## config.mk

```make
export PLATFORM = sky130hd
export DESIGN_NAME = alu_result_stage_flat
export DESIGN_NICKNAME = d
export VERILOG_FILES = /design/src/rtl/alu_result_if.sv /design/src/rtl/alu_result_stage.sv /design/src/flat_wrapper.sv
export SDC_FILE = /design/constraint.sdc
export NUM_CORES = 1
export LEC_CHECK = 0
export CORE_MARGIN = 1.5
export CORE_UTILIZATION = 43
export CTS_CLUSTER_DIAMETER = 50
export DETAILED_ROUTE_END_ITERATION = 10
export HOLD_SLACK_MARGIN = 0.06
export PLACE_DENSITY = 0.84
export SLEW_MARGIN = 0
export SYNTH_ARGS = -nofsm -noshare
export SYNTH_HDL_FRONTEND = slang
export SYNTH_SLANG_ARGS = --single-unit
```

## constraint.sdc

```tcl
create_clock -name clk -period 2.31 [get_ports clk]
set_input_delay 0.693 -clock clk [delete_from_list [all_inputs] [get_ports clk]]
set_output_delay 0.693 -clock clk [all_outputs]
set_load 0.01 [all_outputs]
```

## src/rtl/alu_result_if.sv

```systemverilog
`default_nettype none
// +--------------------------------------------------------------------+
// | alu_result_if : ALU result bus, op select and output handshake     |
// | Revision 1.0                                                       |
// +--------------------------------------------------------------------+
interface alu_result_if #(
   parameter int DATA_WIDTH = 16
);
   logic                  in_valid;
   logic                  in_ready;
   logic [2:0]            op;
   logic [DATA_WIDTH-1:0] a_plus_b;
   logic [DATA_WIDTH-1:0] a_minus_b;
   logic [DATA_WIDTH-1:0] not_a;
   logic [DATA_WIDTH-1:0] a_and_b;
   logic [DATA_WIDTH-1:0] a_or_b;
   logic [DATA_WIDTH-1:0] a_xor_b;
   logic                  out_valid;
   logic                  out_ready;
   logic [DATA_WIDTH-1:0] out_result;
   logic                  out_zero;
   logic                  out_neg;
   logic                  out_err;
   logic [7:0]            err_count;

   modport master (
      output in_valid, op, a_plus_b, a_minus_b, not_a, a_and_b, a_or_b, a_xor_b, out_ready,
      input  in_ready, out_valid, out_result, out_zero, out_neg, out_err, err_count
   );

   modport slave (
      input  in_valid, op, a_plus_b, a_minus_b, not_a, a_and_b, a_or_b, a_xor_b, out_ready,
      output in_ready, out_valid, out_result, out_zero, out_neg, out_err, err_count
   );
endinterface
`default_nettype wire

```

## src/rtl/alu_result_stage.sv

```systemverilog
`default_nettype none
// +--------------------------------------------------------------------+
// | alu_result_stage : op-selected ALU result with flags, 2-entry FIFO |
// | Revision 1.0                                                       |
// +--------------------------------------------------------------------+
module alu_result_stage #(
   parameter int DATA_WIDTH = 16
) (
   input  logic          clk,
   input  logic          rst_n,
   alu_result_if.slave   bus
);
   localparam logic [1:0] C_FULL = 2'd2;

   logic [DATA_WIDTH-1:0] r_res [2];
   logic [2:0]            r_flags [2];   // {zero, neg, err}
   logic                  r_wr_ptr;
   logic                  r_rd_ptr;
   logic [1:0]            r_count;
   logic [7:0]            r_err_count;

   logic [DATA_WIDTH-1:0] w_sel;
   logic                  w_legal;
   logic [DATA_WIDTH-1:0] w_result;
   logic [2:0]            w_flags;
   logic                  w_in_ready;
   logic                  w_out_valid;
   logic                  w_push;
   logic                  w_pop;

   always_comb begin
      w_sel   = '0;
      w_legal = 1'b1;
      case (bus.op)
         3'd0:    w_sel = bus.a_plus_b;
         3'd1:    w_sel = bus.a_minus_b;
         3'd2:    w_sel = bus.not_a;
         3'd3:    w_sel = bus.a_and_b;
         3'd4:    w_sel = bus.a_or_b;
         3'd5:    w_sel = bus.a_xor_b;
         default: w_legal = 1'b0;
      endcase
   end

   assign w_result = w_legal ? w_sel : '0;
   assign w_flags  = {w_legal & (w_sel == '0), w_legal & w_sel[DATA_WIDTH-1], ~w_legal};

   // rst_n gating keeps in_ready low throughout reset and high on the first cycle after release
   assign w_in_ready  = rst_n & (r_count != C_FULL);
   assign w_out_valid = (r_count != 2'd0);
   assign w_push      = bus.in_valid & w_in_ready;
   assign w_pop       = w_out_valid & bus.out_ready;

   always_ff @(posedge clk or negedge rst_n) begin
      if (!rst_n) begin
         r_res[0]    <= '0;
         r_res[1]    <= '0;
         r_flags[0]  <= '0;
         r_flags[1]  <= '0;
         r_wr_ptr    <= 1'b0;
         r_rd_ptr    <= 1'b0;
         r_count     <= 2'd0;
         r_err_count <= 8'd0;
      end else begin
         if (w_push) begin
            r_res[r_wr_ptr]   <= w_result;
            r_flags[r_wr_ptr] <= w_flags;
            r_wr_ptr          <= ~r_wr_ptr;
            if (!w_legal && r_err_count != 8'hFF)
               r_err_count <= r_err_count + 8'd1;
         end
         if (w_pop)
            r_rd_ptr <= ~r_rd_ptr;
         case ({w_push, w_pop})
            2'b10:   r_count <= r_count + 2'd1;
            2'b01:   r_count <= r_count - 2'd1;
            default: r_count <= r_count;
         endcase
      end
   end

   assign bus.in_ready   = w_in_ready;
   assign bus.out_valid  = w_out_valid;
   assign bus.out_result = r_res[r_rd_ptr];
   assign bus.out_zero   = r_flags[r_rd_ptr][2];
   assign bus.out_neg    = r_flags[r_rd_ptr][1];
   assign bus.out_err    = r_flags[r_rd_ptr][0];
   assign bus.err_count  = r_err_count;
endmodule
`default_nettype wire

```

## src/flat_wrapper.sv

```systemverilog
// flat-port wrapper written by rule: the top's interface ports become plain ports
module alu_result_stage_flat 
#(
   parameter int DATA_WIDTH = 16
)
  (clk, rst_n, bus_in_valid, bus_op, bus_a_plus_b, bus_a_minus_b, bus_not_a, bus_a_and_b, bus_a_or_b, bus_a_xor_b, bus_out_ready, bus_in_ready, bus_out_valid, bus_out_result, bus_out_zero, bus_out_neg, bus_out_err, bus_err_count);
  alu_result_if #(.DATA_WIDTH(DATA_WIDTH)) bus_i ();
  input  logic clk;
  input  logic rst_n;
  input wire logic [$bits(bus_i.in_valid)-1:0] bus_in_valid;
  input wire logic [$bits(bus_i.op)-1:0] bus_op;
  input wire logic [$bits(bus_i.a_plus_b)-1:0] bus_a_plus_b;
  input wire logic [$bits(bus_i.a_minus_b)-1:0] bus_a_minus_b;
  input wire logic [$bits(bus_i.not_a)-1:0] bus_not_a;
  input wire logic [$bits(bus_i.a_and_b)-1:0] bus_a_and_b;
  input wire logic [$bits(bus_i.a_or_b)-1:0] bus_a_or_b;
  input wire logic [$bits(bus_i.a_xor_b)-1:0] bus_a_xor_b;
  input wire logic [$bits(bus_i.out_ready)-1:0] bus_out_ready;
  output wire logic [$bits(bus_i.in_ready)-1:0] bus_in_ready;
  output wire logic [$bits(bus_i.out_valid)-1:0] bus_out_valid;
  output wire logic [$bits(bus_i.out_result)-1:0] bus_out_result;
  output wire logic [$bits(bus_i.out_zero)-1:0] bus_out_zero;
  output wire logic [$bits(bus_i.out_neg)-1:0] bus_out_neg;
  output wire logic [$bits(bus_i.out_err)-1:0] bus_out_err;
  output wire logic [$bits(bus_i.err_count)-1:0] bus_err_count;
  assign bus_i.in_valid = bus_in_valid;
  assign bus_i.op = bus_op;
  assign bus_i.a_plus_b = bus_a_plus_b;
  assign bus_i.a_minus_b = bus_a_minus_b;
  assign bus_i.not_a = bus_not_a;
  assign bus_i.a_and_b = bus_a_and_b;
  assign bus_i.a_or_b = bus_a_or_b;
  assign bus_i.a_xor_b = bus_a_xor_b;
  assign bus_i.out_ready = bus_out_ready;
  assign bus_in_ready = bus_i.in_ready;
  assign bus_out_valid = bus_i.out_valid;
  assign bus_out_result = bus_i.out_result;
  assign bus_out_zero = bus_i.out_zero;
  assign bus_out_neg = bus_i.out_neg;
  assign bus_out_err = bus_i.out_err;
  assign bus_err_count = bus_i.err_count;
  alu_result_stage #(.DATA_WIDTH(DATA_WIDTH)) u_core (.clk(clk), .rst_n(rst_n), .bus(bus_i));
endmodule
```

==> results.toml, run 1 <==
[global_routing]
grt_usage = 0.245
grt_pass1_wl_mm = 14.4
grt_max_degree = 49
grt.overflow.total = 0
grt_pass1_vias = 3126
antenna_found_initial = 0

[setup_path]
worstSetupStartpointType = "flip-flop"
cp_cell_sequence = "buf_6, buf_4, mux2_2, dlygate4sd2_1"
r2r_cells = 7
max_stage_delay_ns = 0.38
endpoint = "bus_out_result[7]"
critical_path_depth = 4
cp-startpoint = "u_core.r_rd_ptr"
crit_type = "reg -> out"
cp.buffers_inverters = 3
arrival_ns = 1.57
slowest_stage = "dfrtp_1"
crit_family = "buffers and inverters"
required_ns = 1.62
rr_startpoint = "u_core.r_count[0]"
r2r-end = "u_core.r_res[19]"
regToRegSetupSlack_ns = 0.45
path_max_fanout = 5
end_kind = "output port"

[pwr]
p_switching_mw = 1.27
power_mw = 3.82
p_per_area_nw_per_um2 = 767
leakage_nw = 2.33
p_seq_frac = 0.359
p_sw_frac = 0.333
p_int_mw = 2.55
ir_worst_vdd_uv = 564
combPwrFrac = 0.501
clkPwrFrac = 0.140

[timing]
hold_viol = 0
final_max_slew_viol_count = 0
rsz0062_at_grt = "yes"
holdWs_ns = 0.479
fmax_mhz = 441
setup_viol = 0
slew_headroom = 0.594
worst_pin_slew_ns = 0.609
final.period_utilization = 0.982
finalClockSkew_ns = 0.00475
fin_tns_setup_ns = 0
fin_crit_ns = 2.27

[synthesis]
synth-simple-area-share = 0.128
synthTopCellsByArea = "dfrtp_1 40%, mux2_2 14%, mux2i_1 8.6%"
synthesis.area_um2 = 3010
synth_compound_area_frac = 0.125
async_flop_share = 1.00
synth_edf_count = 0
syn_nets = 401
synth_cell_types = 45
syn_inst = 296
synth_seq_cells = 48
ys.flop_type = "dfrtp_1"
synthXorXnorAreaFrac = 0.0320
yosysTopAreaCellShare = 0.399
synth_seq_area_share = 0.399
synth_fa_ha_area_frac = 0.00831
synth_top_family_by_area = "multiplexers"
synth.most_common_cell = "dfrtp_1"
muxShareOfSynthArea = 0.258
syn_area_per_cell_um2 = 10.2
ys_top_cells_by_count = "48 x dfrtp_1, 40 x nand2_1, 38 x mux2_2"
post-synth-top-area-cell = "dfrtp_1"
synth_warnings = 0

[die]
die_h_um = 86.7
die_w_um = 86.7
rows = 30
core_um2 = 6790
dieArea_um2 = 7520
floorplan.initialDensity = 0.443
num_io_pins = 132

[clock_network]
ctsHoldBuffers = 0
clkLatencyLatePin_ns = 0.30
path_clk_slew_ns = 0.08
htree_levels = 2
tritoncts = "yes"
cts.sinks = 48
clock-root-buffer = "clkbuf_8"
cts_buffers = 5
clk_path_buf_depth = 2

[drt]
num_vias = 2985
wirelength_mm = 9.52
drt-initial-drc-count = 198
wire_per_inst_um = 16.7
drt-pass1-iter-count = 5
final_antenna_net_count = 0
drc = 0
via_per_inst = 5.23

[job]
maxCapViolCount = 0

[run_status]
outcome = "finished clean"

[worst_hold_path]
min_path_type = "reg -> reg"

[placed_design]
numPortBuffers = 131
dp_hpwl_mm = 6.95
place_congestion = 0.833

[layout]
num_antenna_cells = 0
drive_above_1_share = 0.257
layout.nets = 580
area_delta_synth_final_pct = 65.4
state kept, by name (all words and copies together), names as in the netlist:
| name | cells |
|---|---|
| u_core.bus.err_count | 8 |
| u_core.r_count | 2 |
| u_core.r_res | 30 |
| u_core.r_wr_ptr | 1 |
| u_core.r_rd_ptr | 1 |
| u_core.r_flags | 6 |
cell families (layout without fill, tap and decap cells):
group                    count (synthesis)  count (layout)
multiplexers                            70              70
AO/OA/AOI/OAI                           61              61
buffers and inverters                   24             203
AND/OR/NAND/NOR                         80              80
flip-flops                              48              48
XOR/XNOR                                11              11
adder cells (fa/ha/maj)                  2               2
cells in the final DEF (no fill, tap or decap), drive strengths merged, types with 4 or more instances in the layout:
cell type / n
buf: 61
clkbuf: 10
clkdlybuf4s50: 102
dfrtp: 48
dlygate4sd2: 17
dlymetal6s2s: 6
inv: 4
mux2: 42
mux2i: 26
nand2: 40
nand2b: 4
nand4: 4
nor2: 12
o21ai: 35
o22ai: 5
xnor2: 8
cell type report:
type | instances | area [um2]
clock buffer | 7 | 96.3
tap | 96 | 120
fill | 480 | 1810
timing repair buffer | 192 | 1850
inverter | 4 | 15.0
sequential | 48 | 1200
multi-input combinational | 224 | 1700
worst min-delay path by stage:
stage | from | endpoint | slack [ns] | cells past startpoint
detailed placement | u_core.r_res[11] | u_core.r_res[11] | 0.46 | 2
CTS | u_core.r_res[11] | u_core.r_res[11] | 0.48 | 2
global route | u_core.r_res[22] | u_core.r_res[22] | 0.50 | 2
finish | u_core.r_res[22] | u_core.r_res[22] | 0.48 | 2
floorplan | rst_n | u_core.bus.err_count[0] | 0.40 | 0
global placement | u_core.r_res[10] | u_core.r_res[10] | 0.46 | 2
power by group through the flow:
stage / Sequential [mW] / Clock [mW] / Combinational [mW]
global route: 1.42 / 0.578 / 2.07
global placement: 1.35 / 0 / 1.86
CTS: 1.37 / 0.542 / 1.82
detailed placement: 1.38 / 0 / 1.91
floorplan: 1.33 / 0 / 0.973
finish: 1.37 / 0.536 / 1.92
timing repair:
action                                  in CTS  in global routing
buffers inserted                             5                  7
pin swaps                                    4                  4
endpoints found under the setup margin      22                  7
resized for setup                           27                 24
gates cloned                                 1                  1
tightest hold or removal path, stage by stage, from the launching register on:
cell	delay (ns)
dfrtp_1	0.34
nand2_1	0.04
o21ai_0	0.06
metal layers:
layer	track usage	share of wire
met4	0.110	0.021
met3	0.0438	0.046
met2	0.448	0.55
met1	0.277	0.39
met5	0	0
stage by stage:
step                 util  std cells  area [um2]  setup slack (ns)
floorplan               -        296        3010           0.00414
global placement    0.689        550        4680            -0.367
detailed placement  0.689        550        4680            -0.519
CTS                 0.712        563        4840           0.00372
global route        0.733        571        4980           -0.0877
finish              0.733        571        4980            0.0423
Power figures use the tool's default switching activity.
==> inputs of run 2 (changes only) <==
CAP_MARGIN = 40   (was not set)
==> results of run 2 <==
Same layout as run 1: the final DEF is identical, and so are final timing and power.
==> RTL change 1, RTL diff (flow settings as in run 1) <==
Reset style: synchronous (`rst_n`), changed in one clocked block.
--- a/src/rtl/alu_result_stage.sv
+++ b/src/rtl/alu_result_stage.sv
@@ -51,7 +51,7 @@
    assign w_push      = bus.in_valid & w_in_ready;
    assign w_pop       = w_out_valid & bus.out_ready;
 
-   always_ff @(posedge clk or negedge rst_n) begin
+   always_ff @(posedge clk) begin
       if (!rst_n) begin
          r_res[0]    <= '0;
          r_res[1]    <= '0;
Behaviour: differs if rst_n is asserted again (counterexample within 4 cycles, from zero or initial values and one cycle with rst_n low); with rst_n held inactive, the same outputs for 10 cycles.
==> RTL change 1 against run 1 <==
  * The flow now finishes with violations (negative setup slack)
  * Sequential cell count grew 1
  * Sequential share of layout area increased by 2.3 points
  * Utilization increased by 1.5 points
  * Worst setup slack got worse by 110 ps
  * Wire length is 1.7% lower
  * Combinational power down 43%
  * Synthesized area is 0.17% higher
  * Cell area rose by 2.0%
  * Register-to-register slack better by 60 ps
  * Via count up 0.90%
  * Clock power is 11% higher
  * Power shrank 28%
  * Critical endpoint is now u_core.r_flags[0][2]
==> RTL change 1: results (changes against run 1) <==
Timing
  • Relative slew slack: 68.9% (+9.5 points)
  • Final Hold Slack: 493 ps (+14.1 ps)
  • Setup Skew: 5.62 ps (+0.871 ps)
  • Total negative slack: -128 ps (-128 ps)
  • Final setup violation count: 2 (+2)
  • Post-route worst setup slack: -68.5 ps (-111 ps)

Critical path
  • Worst r2r src: u_core.r_count[0]
  • Origin of the worst setup path: bus_not_a[9]
  • R2R depth: 5 (-2)
  • Worst Path Class, Setup: in -> reg
  • Crit path to: u_core.r_flags[0][2]
  • Setup crit start kind: input port

Outcome
  • Failing checks: negative setup slack
  • Status: finished with violations

Finish
  • Fill cell count: 440 (-8.3%)
  • Synth-to-Final Area Change: 68.4%
  • Share of layout cells above drive strength 1: 26.4% (+0.72 points)
  • Max reg flops: 31 (+3.3%)
  • FFs & Latches: 49 (+2.1%)
  • Fraction of area in multi-input gates: 32.2% (-1.9 points)
  • Post-Layout Cell Count: 558 (-2.3%)
  • Final clock-cell share: 2.04% (+0.11 points)
  • Final net count: 567 (-2.2%)
  • Non-clock buffer share: 36.7% (-0.46 points)
  • Count of multi-input gates: 212 (-5.4%)

Hold path
  • WHS Endpoint: u_core.r_wr_ptr
  • Min-delay src: u_core.r_wr_ptr

Placed design
  • Placed Instance Area: 4760 um^2 (+1.7%)
  • Final HPWL DP: 6.85 mm (-1.5%)
  • Dpl ws: -539 ps (-20.2 ps)
  • GPL Wtd Cong: 0.914 (+9.7%)
  • # placed instances: 538 (-2.2%)

Route
  • WL/cell: 16.8 um (+0.57%)
  • M1 WL: 3.47 mm (-5.4%)
  • Vias: 3012 (+0.90%)
  • Wire length on met2: 4.81 mm (-7.6%)
  • Initial DRC Count: 190 (-4.0%)

Synthesis
  • Netlist cell types: 49 (+8.9%)
  • Yosys top cell by area: edfxtp_1
  • Top post-synthesis cells by area: edfxtp_1 (36%), mux2_2 (9.7%), dfxtp_1 (8.6%), mux2i_1 (8.6%), nor2_1 (6.1%)
  • Syn Area/Cell: 10.6 um^2 (+4.0%)
  • Post-synth EDFFs: 36 (+36)
  • Seq/Total Area, Yosys: 44.4% (+4.6 points)

Global routing
  • Grt met2 use: 43.7% (-1.1 points)
  • GRT met1 Usage: 26.7% (-1.0 points)
  • Global-route wire length before repair: 13.7 mm (-4.9%)

Clocking
  • Setup bufs post-CTS: 3 (-2)
  • Post-CTS sizing: 38 (+41%)

Power
  • Comb power: 1090 uW (-43%)
  • Leak: 0.00211 uW (-9.6%)
  • Seq. pwr: 1080 uW (-21%)
  • PwrDens: 545 nW/um^2 (-29%)
[RTL change 1: changes by cell type after synthesis, moves of 9 or more]
| cell | run 1 | this run |
|---|---|---|
| o21ai_0 | 35 | 10 |
| a21oi_1 | 3 | 12 |
| dfxtp_1 | 0 | 13 |
| dfrtp_1 | 48 | 0 |
| mux2_2 | 38 | 26 |
| edfxtp_1 | 0 | 36 |
| nand2_1 | 40 | 9 |
| nor2_1 | 12 | 49 |
[RTL change 1: worst max-delay path: stages]
cell and delay (ps):
clkdlybuf4s50_1 440, mux4_2 510, o41ai_2 280, nand4_1 210, nor3_2 250, and3b_1 190
[RTL change 1: cell families (layout without fill, tap and decap cells)]
group	count (synthesis)	count (layout)	share of synthesized area, %
xor+xnor	10	10	2.90
compound gates	44	44	10.2
fa+ha+maj	2	2	0.829
buf+inv	24	201	4.02
mux	56	56	21.3
flops	49	49	44.4
simple gates	100	100	16.3
==> RTL change 2, RTL diff (flow settings as in run 1) <==
Made on the original files. `DATA_WIDTH` is set to 16 in 3 places; all go to 18.
--- a/src/rtl/alu_result_if.sv
+++ b/src/rtl/alu_result_if.sv
@@ -4,7 +4,7 @@
 // | Revision 1.0                                                       |
 // +--------------------------------------------------------------------+
 interface alu_result_if #(
-   parameter int DATA_WIDTH = 16
+   parameter int DATA_WIDTH = 18
 );
    logic                  in_valid;
    logic                  in_ready;
--- a/src/rtl/alu_result_stage.sv
+++ b/src/rtl/alu_result_stage.sv
@@ -4,7 +4,7 @@
 // | Revision 1.0                                                       |
 // +--------------------------------------------------------------------+
 module alu_result_stage #(
-   parameter int DATA_WIDTH = 16
+   parameter int DATA_WIDTH = 18
 ) (
    input  logic          clk,
    input  logic          rst_n,
--- a/src/flat_wrapper.sv
+++ b/src/flat_wrapper.sv
@@ -1,7 +1,7 @@
 // flat-port wrapper written by rule: the top's interface ports become plain ports
 module alu_result_stage_flat 
 #(
-   parameter int DATA_WIDTH = 16
+   parameter int DATA_WIDTH = 18
 )
   (clk, rst_n, bus_in_valid, bus_op, bus_a_plus_b, bus_a_minus_b, bus_not_a, bus_a_and_b, bus_a_or_b, bus_a_xor_b, bus_out_ready, bus_in_ready, bus_out_valid, bus_out_result, bus_out_zero, bus_out_neg, bus_out_err, bus_err_count);
   alu_result_if #(.DATA_WIDTH(DATA_WIDTH)) bus_i ();
Ports: changed (7 resized); port bits go from 132 to 146. No check against the original RTL was run, so the function may have changed too.
==> RTL change 2 against run 1 <==
  * Largest power group unchanged
  * Die area grew 7.7%
  * Wire length shrank 0.19%
  * Worst setup slack gained 35 ps
  * Fmax grew 1.6%
  * First-iteration DRC count shrank 16%
  * Synthesized area grew 8.0%
  * Non-clock buffer count is the same
  * Sequential cell count grew 4
  * Critical path type unchanged
  * Clock power shrank 1%
  * Power grew 4.7%
  * Cell area grew 4.1%
  * Final cell count grew 2.8%
==> RTL change 2: results (changes against run 1) <==
Outcome
  • Status: completed

Clocking
  • Post-CTS sizing: 24 (-11%)

Placed design
  • Final HPWL DP: 7.55 mm (+8.6%)
  • GPL Wtd Cong: 0.849 (+1.8%)
  • Placed Instance Area: 5050 um^2 (+8.1%)

Synthesis
  • Post-Synth XOR/XNOR Area: 2.96% (-0.24 points)
  • Netlist cell types: 44 (-2.2%)
  • Compound-Gate Fraction of Synth Area: 12.4% (-0.12 points)
  • Top post-synthesis cells by area: dfrtp_1 (40%), mux2_2 (16%), mux2i_1 (5.8%), o21ai_0 (5.1%), nand2_1 (4.6%)
  • Adder-Cell Fraction of Synth Area: 0.769% (-0.062 points)
  • Multiplexer share of the synthesized area: 27.3% (+1.5 points)
  • Syn_nets: 427 (+6.5%)
  • Seq/Total Area, Yosys: 40.0% (+0.12 points)

Route
  • Initial DRT Pass Iterations: 4 (-1)
  • Wire length on met2: 4.91 mm (-5.6%)
  • WL met3: 673 um (+52%)
  • M1 WL: 3.70 mm (+0.95%)
  • Initial DRC Count: 166 (-16%)

Critical path
  • Slowest cell on crit path: clkdlybuf4s50_1
  • R2R Path End: u_core.r_res[33]

Global routing
  • Grt met2 use: 43.6% (-1.2 points)
  • Global-route wire length before repair: 15.2 mm (+5.8%)
  • Met3 GRT Util: 5.41% (+1.0 points)
  • Pin count of the biggest net entering global routing: 53 (+8.2%)
  • Total GRT Usage: 23.6% (-0.92 points)

Power
  • Worst vdd ir: 0.000364 V (-35%)
  • Leak: 0.00232 uW (-0.60%)

Timing
  • Relative slew slack: 57.8% (-1.6 points)
  • Setup Skew: 2.48 ps (-2.26 ps)
==> RTL change 2: area by class of cell <==
type / count / area, um^2 / area share [%]
multi-input combinational: 231 / 1810 / 35.0
inverter: 5 / 18.8 / 0.362
timing repair buffer: 192 / 1830 / 35.4
tap: 99 / 124 / 2.39
sequential: 52 / 1300 / 25.1
clock inverter: 1 / 7.51 / 0.145
clock buffer: 7 / 86.3 / 1.66
==> RTL change 2: report_power, final <==
group	switching, uW	leakage [uW]	internal, uW
sequential	213	0.000665	1290
combinational	833	0.00161	1140
clock	286	0.0000445	244
total	1330	0.00232	2670
==> RTL change 2: critical path: cells and delay by family (launching register included) <==
family | cells | cell delay (ps)
flip-flops | 1 | 440
buffers and inverters | 1 | 480
AND/OR/NAND/NOR | 1 | 320
==> RTL change 2: how the worst min path moves through the flow <==
stage,start,to,slack [ps],cells after the start
2_1_floorplan,rst_n,u_core.bus.err_count[0],400,0
5_1_grt,u_core.r_res[16],u_core.r_res[16],510,2
3_5_place_dp,u_core.r_res[1],u_core.r_res[1],460,2
3_3_place_gp,u_core.r_res[8],u_core.r_res[8],450,2
6_report,u_core.r_res[13],u_core.r_res[13],480,2
4_1_cts,u_core.r_res[1],u_core.r_res[1],480,2
==> RTL change 2: stage by stage <==
| stage | std cells | setup slack [ps] | setup TNS (ps) | hold slack (ps) | total power (uW) |
|---|---|---|---|---|---|
| after floorplan | 310 | 87.9 | 0 | 397 | 2560 |
| after global placement | 576 | -474 | -4390 | 455 | 3580 |
| after detailed placement | 576 | -531 | -6210 | 464 | 3660 |
| after CTS | 586 | 7.30 | 0 | 485 | 4030 |
| after global routing | 587 | 16.4 | 0 | 507 | 4260 |
| final | 587 | 76.9 | 0 | 485 | 4000 |
